<file path="config.mk">
export PLATFORM = sky130hd
export DESIGN_NAME = if_id_queue
export DESIGN_NICKNAME = d
export VERILOG_FILES = /design/src/rtl/if_id_queue.sv
export SDC_FILE = /design/constraint.sdc
export NUM_CORES = 1
export LEC_CHECK = 0
export CORE_UTILIZATION = 55
export CTS_CLUSTER_DIAMETER = 60
export DETAILED_ROUTE_END_ITERATION = 6
export PLACE_DENSITY_LB_ADDON = 0.12
export SETUP_SLACK_MARGIN = 0.1
export SLEW_MARGIN = 20
export SYNTH_ARGS = -nofsm -noshare
export SYNTH_HDL_FRONTEND = slang
export SYNTH_SLANG_ARGS = --single-unit
</file>
<file path="constraint.sdc">
create_clock -name clk -period 2.96 [get_ports clk]
set_input_delay 0.296 -clock clk [delete_from_list [all_inputs] [get_ports clk]]
set_output_delay 0.296 -clock clk [all_outputs]
set_load 0.03 [all_outputs]
</file>
<file path="src/rtl/if_id_queue.sv">
`default_nettype none
// ============================================================================
//  Module      : if_id_queue
//  Description : DEPTH-entry show-ahead instruction queue between IF and ID.
//                Decouples fetch from decode with a valid/ready handshake.
//                An EX redirect (jump_i) drops every queued entry in one
//                cycle.
//  Revision    : 1.0 - initial release
// ============================================================================
module if_id_queue #(
  parameter int ADDR_W    = 32,
  parameter int INST_W    = 32,
  parameter int DEPTH     = 4,
  parameter int AFULL_LVL = DEPTH - 1
) (
  input  logic                     clk,
  input  logic                     rst,
  // fetch side
  input  logic                     if_valid_i,
  input  logic [ADDR_W-1:0]        if_pc_i,
  input  logic [INST_W-1:0]        if_inst_i,
  output logic                     full_o,
  output logic                     afull_o,
  // decode side
  input  logic                     id_ready_i,
  output logic                     id_valid_o,
  output logic [ADDR_W-1:0]        id_pc_o,
  output logic [INST_W-1:0]        id_inst_o,
  // redirect
  input  logic                     jump_i,
  // status
  output logic [$clog2(DEPTH):0]   count_o
);

  // Pointer and occupancy widths. The count needs one extra bit so that a
  // completely full queue (count == DEPTH) is representable.
  localparam int PTR_W = $clog2(DEPTH);
  localparam int CNT_W = PTR_W + 1;

  localparam logic [CNT_W-1:0] c_DEPTH_CNT = CNT_W'(DEPTH);
  localparam logic [CNT_W-1:0] c_AFULL_CNT = CNT_W'(AFULL_LVL);
  localparam logic [CNT_W-1:0] c_CNT_ZERO  = '0;

  // Storage; contents are never reset, only the pointers and count.
  logic [ADDR_W-1:0] r_mem_pc   [DEPTH];
  logic [INST_W-1:0] r_mem_inst [DEPTH];

  logic [PTR_W-1:0]  r_rd_ptr;
  logic [PTR_W-1:0]  r_wr_ptr;
  logic [CNT_W-1:0]  r_count;

  logic              w_full;
  logic              w_valid;
  logic              w_push;
  logic              w_pop;
  logic [CNT_W-1:0]  w_count_next;

  // Status flags decoded from registered count only, so neither full_o nor
  // id_valid_o depends combinationally on id_ready_i or if_valid_i.
  always_comb begin
    w_full  = (r_count == c_DEPTH_CNT);
    w_valid = (r_count != c_CNT_ZERO);
  end

  // Handshake qualification. A push while full is dropped outright: there is
  // no same-cycle credit for a concurrent pop.
  always_comb begin
    w_push       = if_valid_i & ~w_full;
    w_pop        = id_ready_i & w_valid;
    w_count_next = r_count + CNT_W'(w_push) - CNT_W'(w_pop);
  end

  // Pointer and occupancy update: reset beats jump, jump beats push/pop.
  // Pointers wrap naturally because DEPTH is a power of two.
  always_ff @(posedge clk) begin
    if (rst) begin
      r_rd_ptr <= '0;
      r_wr_ptr <= '0;
      r_count  <= '0;
    end else if (jump_i) begin
      r_rd_ptr <= '0;
      r_wr_ptr <= '0;
      r_count  <= '0;
    end else begin
      if (w_push) begin
        r_wr_ptr <= r_wr_ptr + PTR_W'(1);
      end
      if (w_pop) begin
        r_rd_ptr <= r_rd_ptr + PTR_W'(1);
      end
      r_count <= w_count_next;
    end
  end

  // Entry write; the wrong-path instruction presented during a jump (or any
  // reset cycle) is never stored.
  always_ff @(posedge clk) begin
    if (w_push && !jump_i && !rst) begin
      r_mem_pc[r_wr_ptr]   <= if_pc_i;
      r_mem_inst[r_wr_ptr] <= if_inst_i;
    end
  end

  // Show-ahead head presentation, gated to the all-zero bubble when empty so
  // ID sees the same NOP encoding it always has.
  always_comb begin
    id_valid_o = w_valid;
    id_pc_o    = w_valid ? r_mem_pc[r_rd_ptr]   : '0;
    id_inst_o  = w_valid ? r_mem_inst[r_rd_ptr] : '0;
  end

  // Remaining status outputs.
  always_comb begin
    full_o  = w_full;
    afull_o = (r_count >= c_AFULL_CNT);
    count_o = r_count;
  end

endmodule
`default_nettype wire

</file>
==> results of run 1 <==
-- worst min-delay path by stage --
| stage | start | endpoint | slack, ps | depth (start not counted) |
|---|---|---|---|---|
| 4_1_cts | if_inst_i[20] | r_mem_inst[1][20] | 400 | 1 |
| 6_report | rst | count_o[2] | 420 | 2 |
| 3_3_place_gp | r_wr_ptr[1] | r_wr_ptr[1] | 480 | 2 |
| 5_1_grt | if_inst_i[20] | r_mem_inst[1][20] | 400 | 1 |
| 2_1_floorplan | rst | count_o[2] | 370 | 1 |
| 3_5_place_dp | r_rd_ptr[0] | flop | 480 | 2 |
-- cell families (layout without fill, tap and decap cells) --
kind of cell,Yosys count,count (layout),share of synthesized area (%)
AOI/OAI and AO/OA,4,4,0.257
DFF,265,265,76.9
other,0,2,0
buffers and inverters,30,212,2.21
muxes,67,67,14.5
xor gates and xnor gates,2,2,0.171
adders and majority gates,8,8,1.05
and+or+nand+nor,83,83,4.91
-- cell usage after synthesis (3+ instances only) --
library cell                 n  area, um^2
sky130_fd_sc_hd__ha_1        7        87.6
sky130_fd_sc_hd__buf_2       6        30.0
sky130_fd_sc_hd__edfxtp_1  256        7690
sky130_fd_sc_hd__buf_12      6         120
sky130_fd_sc_hd__or3_1       3        18.8
sky130_fd_sc_hd__mux4_1      4         105
sky130_fd_sc_hd__and2_1     67         419
sky130_fd_sc_hd__inv_1       8        30.0
sky130_fd_sc_hd__mux4_2     60        1350
sky130_fd_sc_hd__and3_1      4        25.0
sky130_fd_sc_hd__mux2i_1     3        30.0
sky130_fd_sc_hd__clkbuf_1    8        30.0
sky130_fd_sc_hd__dfxtp_1     9         180
sky130_fd_sc_hd__nand2_1     4        15.0
-- final cells by class --
cell class	count	area, um^2	area share [%]
multi-input combinational	164	2160	16.7
clock buffer	30	687	5.30
tap	229	287	2.21
inverter	8	30.0	0.232
sequential	265	7880	60.8
antenna	2	5.00	0.0386
clock inverter	18	209	1.61
timing repair buffer	156	1700	13.1
-- power by group --
group          leakage [nW]  switching (W)  total (W)  internal, W
registers              2.39      0.0000168    0.00417      0.00416
clock network         0.438        0.00130    0.00339      0.00209
logic                  2.08       0.000416   0.000763     0.000346
total                  4.91        0.00174    0.00833      0.00659
-- layout by cell type, fill, tap and decap left out, drive strengths merged --
master | netlist | routed
a21boi | 1 | 1
and2 | 67 | 67
and3 | 4 | 4
buf | 13 | 18
bufinv | 0 | 5
clkbuf | 9 | 30
clkdlybuf4s50 | 0 | 88
clkinv | 0 | 12
clkinvlp | 0 | 1
dfxtp | 9 | 9
diode | 0 | 2
dlygate4sd2 | 0 | 5
dlymetal6s2s | 0 | 45
edfxtp | 256 | 256
fa | 1 | 1
ha | 7 | 7
inv | 8 | 8
mux2i | 3 | 3
mux4 | 64 | 64
nand2 | 4 | 4
nor2 | 2 | 2
nor3 | 2 | 2
nor3b | 1 | 1
o21ai | 2 | 2
o311ai | 1 | 1
or3 | 3 | 3
xnor2 | 1 | 1
xor2 | 1 | 1
-- metrics by stage --
step                hold WS, ps  util, %
finish                      419     71.6
global route                401     71.6
CTS                         399     71.0
detailed placement          477     65.9
global placement            478     65.9
floorplan                   373        -
-- timing repair --
action | CTS | global route
resized for setup | 5 | 45
endpoints found under the setup margin | 53 | 45
buffers inserted | 3 | 0
hold buffers | 0 | 0
gates cloned | 0 | 0
-- layer usage --
metal  vias up  global-route usage [%]
met2       132                    34.5
met1      2539                    27.7
met4         0                    5.32
li1       2186                       -
met3        26                    3.39
met5         -                       0
-- sequential cells by signal, summed over array words and instances (netlist names), named ones only --
signal	flops
r_mem_inst	128
r_rd_ptr	2
r_wr_ptr	2
r_mem_pc	128
count_o	3
==> impl_summary.txt, run 1 <==
----------------------------------------------------
[Timing]
  Worst max-slew margin expressed relative to the limit ... between 50 and 60%
  Clock tree skew after final layout ... between 6 and 7 ps
  Least-Margin Pin Slew ... just over 600 ps
  Setup WS post-layout ... about 200 ps
  Maximum frequency from static timing analysis ... 0.362 GHz
  Total negative slack for setup checks ... 0 ps
  Unrepaired setup endpoints after global routing ... no
  Count of pins over their slew limit ... 0
  Final min period ... 2760 ps
  Part of the cycle the worst path needs ... between 90% and 100%
  Finish-stage setup viols ... 0
  Number of hold violations in the final report ... 0

[Final layout]
  Area of all placed cells without fillers ... approximately 13,000 um^2
  Final #Nets ... roughly 700
  Area added between synthesis and finish ... 26.6%
  Proportion of layout cells with a drive suffix above 1 ... 19.2%
  Fillers ... around 1,100
  Final cell count without fillers ... 872

[Synthesis]
  Share of the yosys chip area belonging to registers ... 76.9%
  Proportion of synthesized flip-flops having asynchronous set or reset ... 0%
  FF+latch count, synth ... between 200 and 300
  Mean post-synth cell area ... about 22 um^2
  Post-Synthesis Cell Area ... roughly 10,000 um^2
  Distinct cell type count after synthesis ... 25
  Nets in the synthesized netlist ... 536
  Number of synthesized flops with an enable pin ... about 260
  Flip-flop cell with the highest count after synthesis ... sky130_fd_sc_hd__edfxtp_1
  Cell count after synthesis ... 459
  Warnings from Yosys ... 0

[Power and ir drop]
  Ratio of total power to cell area ... between 600 and 700 nW/um^2
  Standby leakage power ... slightly below 5 nW
  Final total power ... about 0.0083 W
  Max IR drop VDD ... 0.452 mV

[Clock network]
  Bufs on Longest Clock Path ... 3
  Clock transition at the registers of the reported paths ... 60 ps
  Clock root buffer master ... sky130_fd_sc_hd__clkbuf_16
  Clk sinks ... between 200 and 300
  TritonCTS clock tree ... done
  Worst-Skew Late Latency ... about 510 ps
  Number of buffers inserted during clock tree synthesis ... 26
  Total number of H-tree levels ... 1

[Job]
  Max-cap violations ... 0

[Placement]
  Worst slack at placement ... approximately 480 ps
  IO Port Bufs ... 138
  Global placer's final weighted congestion ... about 0.7
  Detailed placement HPWL ... ~11 mm
  Placement Cell Area ... 11,900 um^2
  Dpl cells ... between 800 and 900

[Detailed routing]
  Uppermost layer routed ... met4
  Routed length on met1 ... slightly below 8 mm
  Vias per std cell ... between 5 and 6
  Wire length per cell ... between 20 and 25 um
  WL final ... about 19 mm
  DRT Pass-1 Iters ... 6
  Vias post-DR ... 4,883
  DR DRC count ... 34
  Drt initial violations ... approximately 380
  Wire length on met3 ... just under 1 mm
  DR WL met2 ... 9.67 mm
  Number of nets still failing antenna checks after routing ... 0

[Floorplan]
  Boundary Pins ... about 140
  Placement row count ... roughly 50
  Die X-Extent ... around 140 um
  Die H ... around 140 um
  Full die area ... 19,200 um^2
  Area of the core ... between 15,000 and 20,000 um^2
  Starting Density ... a little under three fifths

[Status]
  Violated checks ... design-rule violations
  Result of the run ... finished with violations

[GRT]
  Initial antenna violation count ... 1
  Overflow after GRT ... 0
  Wire length of the first global-routing pass ... roughly 29 mm
  Vias in the first global route ... 5,236
  Overall routing resource usage ... around a fifth
  Maximum number of pins on one net before global-route repair ... 37

[Critical path]
  Number of logic stages on the critical path including buffering ... 4
  Max stage delay cell, worst path ... sky130_fd_sc_hd__clkdlybuf4s50_1
  Reg2reg start ... count_o[1]
  Register-to-register setup slack ... 600 ps
  Crit. End Element ... output port
  End of the critical path ... id_inst_o[19]
  Critical path required time ... around 2700 ps
  Cell type group with the largest total delay on the critical path ... buffers and inverters
  Sequence of cells on the critical path ... or3_2 > buf_4 > and2_1 > clkdlybuf4s50_1
  Crit path arrival time ... 2470 ps
  End of the worst register-to-register path ... count_o[2]
  Slowest stage delay, CP ... between 500 and 600 ps
  Reg2reg path depth ... 8
  Maximum fanout along the worst path ... 29
  Startpoint-to-endpoint class of the critical path ... reg2out
  Startpoint type of the worst setup path ... flop
  Crit path from ... count_o[1]
  Buffering stage count on the worst path with inverters included ... 2

[Hold path]
  Worst hold-check path type ... in2reg

----------------------------------------------------
No activity file was read; power rests on OpenSTA's default activity.
==> inputs of run 2 (changes only) <==
--- a/config.mk
+++ b/config.mk
@@ -5,12 +5,12 @@
 export SDC_FILE = /design/constraint.sdc
 export NUM_CORES = 1
 export LEC_CHECK = 0
-export CORE_UTILIZATION = 55
+export CORE_UTILIZATION = 59
 export CTS_CLUSTER_DIAMETER = 60
 export DETAILED_ROUTE_END_ITERATION = 6
+export HOLD_SLACK_MARGIN = 0.12
 export PLACE_DENSITY_LB_ADDON = 0.12
 export SETUP_SLACK_MARGIN = 0.1
-export SLEW_MARGIN = 20
 export SYNTH_ARGS = -nofsm -noshare
 export SYNTH_HDL_FRONTEND = slang
 export SYNTH_SLANG_ARGS = --single-unit
==> constraint.sdc (replaced) <==
create_clock -name clk -period 3.6 [get_ports clk]
set_input_delay 0.36 -clock clk [delete_from_list [all_inputs] [get_ports clk]]
set_output_delay 0.36 -clock clk [all_outputs]
set_load 0.03 [all_outputs]
==> run 2 against run 1 <==
  * The flow now finishes without violations
  * Largest cell class unchanged
  * Register-to-register slack better by 230 ps
  * Utilization is 4.0 points higher
  * Critical path type unchanged
  * Largest power group unchanged
  * Flip-flop and latch count stayed put
  * Total power is 20% lower
==> impl_summary.txt, run 2 (synthesized netlist as in run 1, its figures left out) <==
----------------------------------------------------
[Power and ir drop]
  Sw frac ... 21.1% (+0.28 points)
  Max IR drop VDD ... 0.428 mV (-5.3%)
  Clock share of power ... 39.1% (-1.6 points)
  Logic gate share of total power ... 9.5% (+0.3 points)
  Standby leakage power ... 4.03 nW (-18%)
  Design internal power ... 0.00527 W (-20%)
  Portion of total power attributed to sequential cells ... 51.4% (+1.3 points)
  Net Sw Power ... 0.00141 W (-19%)
  Ratio of total power to cell area ... 526 nW/um^2 (-18%)

[Timing]
  Unrepaired setup endpoints after global routing ... no
  Least-Margin Pin Slew ... 638 ps (+26.7 ps)
  Number of hold violations in the final report ... 0 (unchanged)
  Count of pins over their slew limit ... 0 (unchanged)
  Clock tree skew after final layout ... 8.70 ps (+2.23 ps)
  Final min period ... slightly above 3000 ps
  Total negative slack for setup checks ... 0 ps (unchanged)
  Part of the cycle the worst path needs ... between 80 and 90%
  Finish-stage setup viols ... 0 (unchanged)
  Worst max-slew margin expressed relative to the limit ... 57.4% (-1.6 points)
  Maximum frequency from static timing analysis ... about 0.32 GHz

[Detailed routing]
  DR DRC count ... 0 (-100%)
  Number of nets still failing antenna checks after routing ... 0 (unchanged)
  Vias post-DR ... 4,909 (+0.53%)
  Drt initial violations ... 263 (-32%)
  WL final ... 18.3 mm (-2.6%)
  Wire length per cell ... 21.6 um (about the same)
  Vias per std cell ... 5.78 (+3.3%)
  DRT Pass-1 Iters ... 4 (-2)

[GRT]
  Overflow after GRT ... 0 (unchanged)
  Vias in the first global route ... 5,217 (-0.36%)
  Initial antenna violation count ... 0 (-1)
  Maximum number of pins on one net before global-route repair ... 67 (+81%)
  Overall routing resource usage ... 21.3% (+0.93 points)
  Wire length of the first global-routing pass ... 28.2 mm (-4.3%)

[Placement]
  Dpl cells ... 804 (-1.8%)
  Global placer's final weighted congestion ... 0.695 (-1.1%)
  IO Port Bufs ... 138 (unchanged)
  Detailed placement HPWL ... 10.7 mm (-2.9%)

[Critical path]
  Crit. End Element ... output port
  Maximum fanout along the worst path ... 16 (-45%)
  Critical path required time ... 3240 ps (+580 ps)
  Startpoint type of the worst setup path ... flop
  Crit path arrival time ... 2760 ps (+290 ps)
  Startpoint-to-endpoint class of the critical path ... reg2out

[Floorplan]
  Full die area ... 17,900 um^2 (-6.7%)
  Die X-Extent ... 134 um (-3.4%)
  Starting Density ... 61.1% (+4.5 points)
  Area of the core ... 16,800 um^2 (-7.3%)
  Placement row count ... 47 (-4.1%)
  Boundary Pins ... 139 (unchanged)
  Die H ... 134 um (-3.4%)

[Clock network]
  Number of setup buffers added after CTS ... 0 (-3)
  Worst-Skew Late Latency ... 510 ps (about the same)
  Clock root buffer master ... sky130_fd_sc_hd__clkbuf_16
  Cells resized by post-CTS repair ... 0 (-5)
  Hold buffers post-CTS ... 0 (unchanged)
  Number of buffers inserted during clock tree synthesis ... 25 (-3.8%)
  Clock transition at the registers of the reported paths ... 60 ps (about the same)
  Clk sinks ... 265 (unchanged)
  Total number of H-tree levels ... 1 (unchanged)
  TritonCTS clock tree ... done
  Bufs on Longest Clock Path ... 3 (unchanged)

[Final layout]
  Most frequent standard cell in the layout excluding fill and tap cells ... sky130_fd_sc_hd__edfxtp_1
  Area added between synthesis and finish ... 23.9%
  Fillers ... 929 (-14%)
  Final cell count without fillers ... 849 (-2.6%)
  Final #Nets ... 688 (-1.4%)
  Diodes inserted ... 0 (-2)
  Commonest cells after routing, fill and taps aside ... 256 x sky130_fd_sc_hd__edfxtp_1, 138 x sky130_fd_sc_hd__clkdlybuf4s50_1, 67 x sky130_fd_sc_hd__and2_1
  Proportion of layout cells with a drive suffix above 1 ... 17.6% (-1.5 points)

[Hold path]
  Worst hold-check path type ... in2reg

[Status]
  Result of the run ... finished, final reports clean

[Job]
  Max-cap violations ... 0 (unchanged)

----------------------------------------------------
==> run 2: cell count changes in the layout (fill, tap and decap cells not counted), sizes merged <==
cell | previous run | this run
bufinv | 5 | 4
clkbuf | 30 | 29
buf | 18 | 9
diode | 2 | 0
dlymetal6s2s | 45 | 0
dlygate4sd2 | 5 | 0
clkinv | 12 | 10
clkdlybuf4s50 | 88 | 138
clkinvlp | 1 | 2
==> run 2: worst paths after layout <==
kind / from / to / slack [ps] / cells after the start
setup / recovery: flop / id_inst_o[18] / 480 / 4
hold / removal: if_inst_i[3] / r_mem_inst[1][3] / 480 / 1
setup reg to reg: count_o[1] / count_o[2] / 830 / 9
hold reg to reg: r_wr_ptr[1] / r_wr_ptr[1] / 500 / 2
==> run 2: layer usage <==
layer  track usage [%]  part of all wire, %
met1              28.4                   40
met3              3.50                  6.5
met5                 0                    0
met2              36.4                   52
met4              6.19                  1.8
==> run 2: layout make-up <==
| cell class | instances | area [um^2] | share of cell area [%] |
|---|---|---|---|
| clock buffers | 29 | 641 | 5.05 |
| clock inverters | 16 | 178 | 1.40 |
| inverters | 8 | 30.0 | 0.237 |
| multi-input cells | 164 | 2160 | 17.0 |
| flip-flops and latches | 265 | 7880 | 62.1 |
| well taps | 220 | 275 | 2.17 |
| repair buffers | 147 | 1520 | 12.0 |
==> run 2: power groups by stage <==
stage / clock network (W) / logic, W / registers (W)
finish: 0.00261 / 0.000635 / 0.00343
global route: 0.00276 / 0.000673 / 0.00343
CTS: 0.00266 / 0.000644 / 0.00343
detailed placement: 0 / 0.000639 / 0.00350
global placement: 0 / 0.000628 / 0.00350
floorplan: 0 / 0.000340 / 0.00350
==> run 2: worst max-delay path, cell delays in order, from the launching register on <==
cell	delay (ps)
sky130_fd_sc_hd__dfxtp_4	540
sky130_fd_sc_hd__buf_4	360
sky130_fd_sc_hd__mux4_2	560
sky130_fd_sc_hd__and2_1	180
sky130_fd_sc_hd__clkdlybuf4s50_1	590
==> run 2: metrics by stage <==
step | area, um^2 | hold WS, ps | worst slack [ps] | utilization [%] | total power (W)
floorplan | 10200 | 437 | 455 | - | 0.00384
global placement | 11900 | 476 | 933 | 70.8 | 0.00412
detailed placement | 11900 | 492 | 823 | 70.8 | 0.00414
CTS | 12700 | 460 | 395 | 75.7 | 0.00673
global route | 12700 | 467 | 324 | 75.7 | 0.00687
finish | 12700 | 484 | 481 | 75.7 | 0.00668
==> inputs of run 3 (changes only) <==
--- a/config.mk
+++ b/config.mk
@@ -5,12 +5,15 @@
 export SDC_FILE = /design/constraint.sdc
 export NUM_CORES = 1
 export LEC_CHECK = 0
+export CORE_MARGIN = 3
 export CORE_UTILIZATION = 59
 export CTS_CLUSTER_DIAMETER = 60
 export DETAILED_ROUTE_END_ITERATION = 6
+export GPL_ROUTABILITY_DRIVEN = 1
 export HOLD_SLACK_MARGIN = 0.12
 export PLACE_DENSITY_LB_ADDON = 0.12
 export SETUP_SLACK_MARGIN = 0.1
+export SKIP_CTS_REPAIR_TIMING = 1
 export SYNTH_ARGS = -nofsm -noshare
 export SYNTH_HDL_FRONTEND = slang
 export SYNTH_SLANG_ARGS = --single-unit
==> run 3 against run 2 <==
  * Setup slack lost 130 ps
  * Die area is 6.1% higher
  * Largest power group unchanged
  * Highest routed layer is now met5
  * Global-route usage down 1.1 points
  * Utilization stayed put
==> impl_summary.txt, run 3 (synthesized netlist as in run 1, its figures left out) <==
----------------------------------------------------
[GRT]
  Vias in the first global route ... 5,151 (-1.3%)
  Overflow after GRT ... 0 (unchanged)
  Maximum number of pins on one net before global-route repair ... 41 (-39%)
  Initial antenna violation count ... 1 (+1)
  Overall routing resource usage ... 20.2% (-1.1 points)
  Wire length of the first global-routing pass ... 28.6 mm (+1.5%)

[Timing]
  Count of pins over their slew limit ... 0 (unchanged)
  Total negative slack for setup checks ... 0 ps (unchanged)
  Maximum frequency from static timing analysis ... 0.308 GHz (-4.1%)
  Worst max-slew margin expressed relative to the limit ... 62.0% (+4.6 points)
  Finish-stage setup viols ... 0 (unchanged)
  Final min period ... 3250 ps (+132 ps)
  Number of hold violations in the final report ... 0 (unchanged)
  Clock tree skew after final layout ... 6.37 ps (-2.34 ps)
  Least-Margin Pin Slew ... 568 ps (-70.9 ps)
  Unrepaired setup endpoints after global routing ... no
  Part of the cycle the worst path needs ... 90.3% (+3.7 points)

[Final layout]
  Area of all placed cells without fillers ... 12,700 um^2 (unchanged)
  Commonest cells after routing, fill and taps aside ... 256 x sky130_fd_sc_hd__edfxtp_1, 138 x sky130_fd_sc_hd__clkdlybuf4s50_1, 67 x sky130_fd_sc_hd__and2_1
  Most frequent standard cell in the layout excluding fill and tap cells ... sky130_fd_sc_hd__edfxtp_1
  Diodes inserted ... 0 (unchanged)
  Proportion of layout cells with a drive suffix above 1 ... 17.7% (+0.046 points)
  Fillers ... 933 (+0.43%)
  Area added between synthesis and finish ... 23.9% (unchanged)
  Final #Nets ... 691 (+0.44%)
  Final cell count without fillers ... 853 (+0.47%)

[Detailed routing]
  WL final ... 18.8 mm (+2.7%)
  DR DRC count ... 0 (unchanged)
  Vias per std cell ... 5.75 (-0.53%)
  Vias post-DR ... 4,906 (-0.061%)
  DRT Pass-1 Iters ... 5 (+1)
  Drt initial violations ... 371 (+41%)
  Number of nets still failing antenna checks after routing ... 0 (unchanged)
  Wire length per cell ... 22.1 um (+2.2%)

[Critical path]
  Sequence of cells on the critical path ... or3_2 > buf_4 > and2_1 > clkdlybuf4s50_1
  Reg2reg start ... count_o[1]
  Startpoint-to-endpoint class of the critical path ... reg2out
  Cell type group with the largest total delay on the critical path ... simple AND/OR/NAND/NOR gates
  Buffering stage count on the worst path with inverters included ... 2 (unchanged)
  Crit path from ... count_o[1]
  Crit. End Element ... output port
  Max stage delay cell, worst path ... sky130_fd_sc_hd__or3_2
  Startpoint type of the worst setup path ... flop
  Slowest stage delay, CP ... 760 ps (+170 ps)
  Maximum fanout along the worst path ... 40 (+24)
  Crit path arrival time ... 2890 ps (+130 ps)
  Critical path required time ... 3240 ps (about the same)

[Placement]
  IO Port Bufs ... 138 (unchanged)
  Global placer's final weighted congestion ... 0.718 (+3.3%)
  Dpl cells ... 806 (+0.25%)
  Placement Cell Area ... 11,900 um^2 (+0.13%)
  Detailed placement HPWL ... 11.1 mm (+3.4%)

[Power and ir drop]
  Ratio of total power to cell area ... 518 nW/um^2 (-1.6%)
  Standby leakage power ... 4.04 nW (+0.26%)
  Max IR drop VDD ... 0.358 mV (-16%)
  Final total power ... 0.00657 W (-1.6%)

[Clock network]
  TritonCTS clock tree ... done
  Clk sinks ... 265 (unchanged)
  Worst-Skew Late Latency ... 510 ps (about the same)
  Clock transition at the registers of the reported paths ... 60 ps (about the same)
  Clock root buffer master ... sky130_fd_sc_hd__clkbuf_16
  Number of buffers inserted during clock tree synthesis ... 26 (+4.0%)
  Bufs on Longest Clock Path ... 3 (unchanged)
  Total number of H-tree levels ... 1 (unchanged)

[Floorplan]
  Boundary Pins ... 139 (unchanged)
  Placement row count ... 47 (unchanged)
  Starting Density ... 61.1% (unchanged)
  Die H ... 138 um (+3.0%)
  Die X-Extent ... 138 um (+3.0%)
  Full die area ... 19,000 um^2 (+6.1%)
  Area of the core ... 16,800 um^2 (unchanged)

[Job]
  Max-cap violations ... 0 (unchanged)

[Status]
  Result of the run ... finished, final reports clean

[Hold path]
  Worst hold-check path type ... in2reg
  Hold Startpoint ... if_pc_i[16]

----------------------------------------------------
## run 3: layout make-up
type / instances / area, um^2 / area share (%)
sequential: 265 / 7880 / 62.1
multi-input combinational: 164 / 2160 / 17.0
timing repair buffer: 149 / 1540 / 12.1
clock buffer: 39 / 771 / 6.08
tap: 220 / 275 / 2.17
clock inverter: 8 / 32.5 / 0.256
inverter: 8 / 30.0 / 0.237
## run 3: per-layer routing
layer  up-vias  part of all wire, %  global-route usage, %
li1       2174                    -                      -
met1      2544                   41                   28.7
met2       156                   51                   33.2
met3        30                  6.4                   3.58
met4         2                  1.7                   5.49
met5         -                0.069                      0
## run 3: path summary, 6_finish.rpt
check / endpoint / slack, ps / cells after the start
max reg2reg: count_o[2] / 810 / 8
min: r_mem_pc[0][16] / 470 / 1
min reg2reg: flop / 490 / 2
max: id_inst_o[23] / 350 / 4
## run 3: worst register-to-register path, stage by stage (launching register included)
cell                      delay, ps
sky130_fd_sc_hd__dfxtp_1        370
sky130_fd_sc_hd__or3_2          760
sky130_fd_sc_hd__and2_1         330
sky130_fd_sc_hd__ha_1           300
sky130_fd_sc_hd__inv_1           40
sky130_fd_sc_hd__ha_1           190
sky130_fd_sc_hd__fa_1           420
sky130_fd_sc_hd__xnor2_1        200
sky130_fd_sc_hd__nor3_1          70
## run 3: where the power goes
group	switching [W]	internal (W)
Clock	0.00103	0.00147
Combinational	0.000344	0.000294
Sequential	0.0000180	0.00342
Total	0.00139	0.00518
## run 3: stage by stage
stage | hold WS, ps | setup slack, ps | util, %
2_1_floorplan | 437 | 455 | -
3_3_place_gp | 477 | 913 | 70.9
4_1_cts | 451 | 334 | 75.7
3_5_place_dp | 483 | 814 | 70.9
5_1_grt | 467 | 205 | 75.7
6_report | 473 | 349 | 75.7
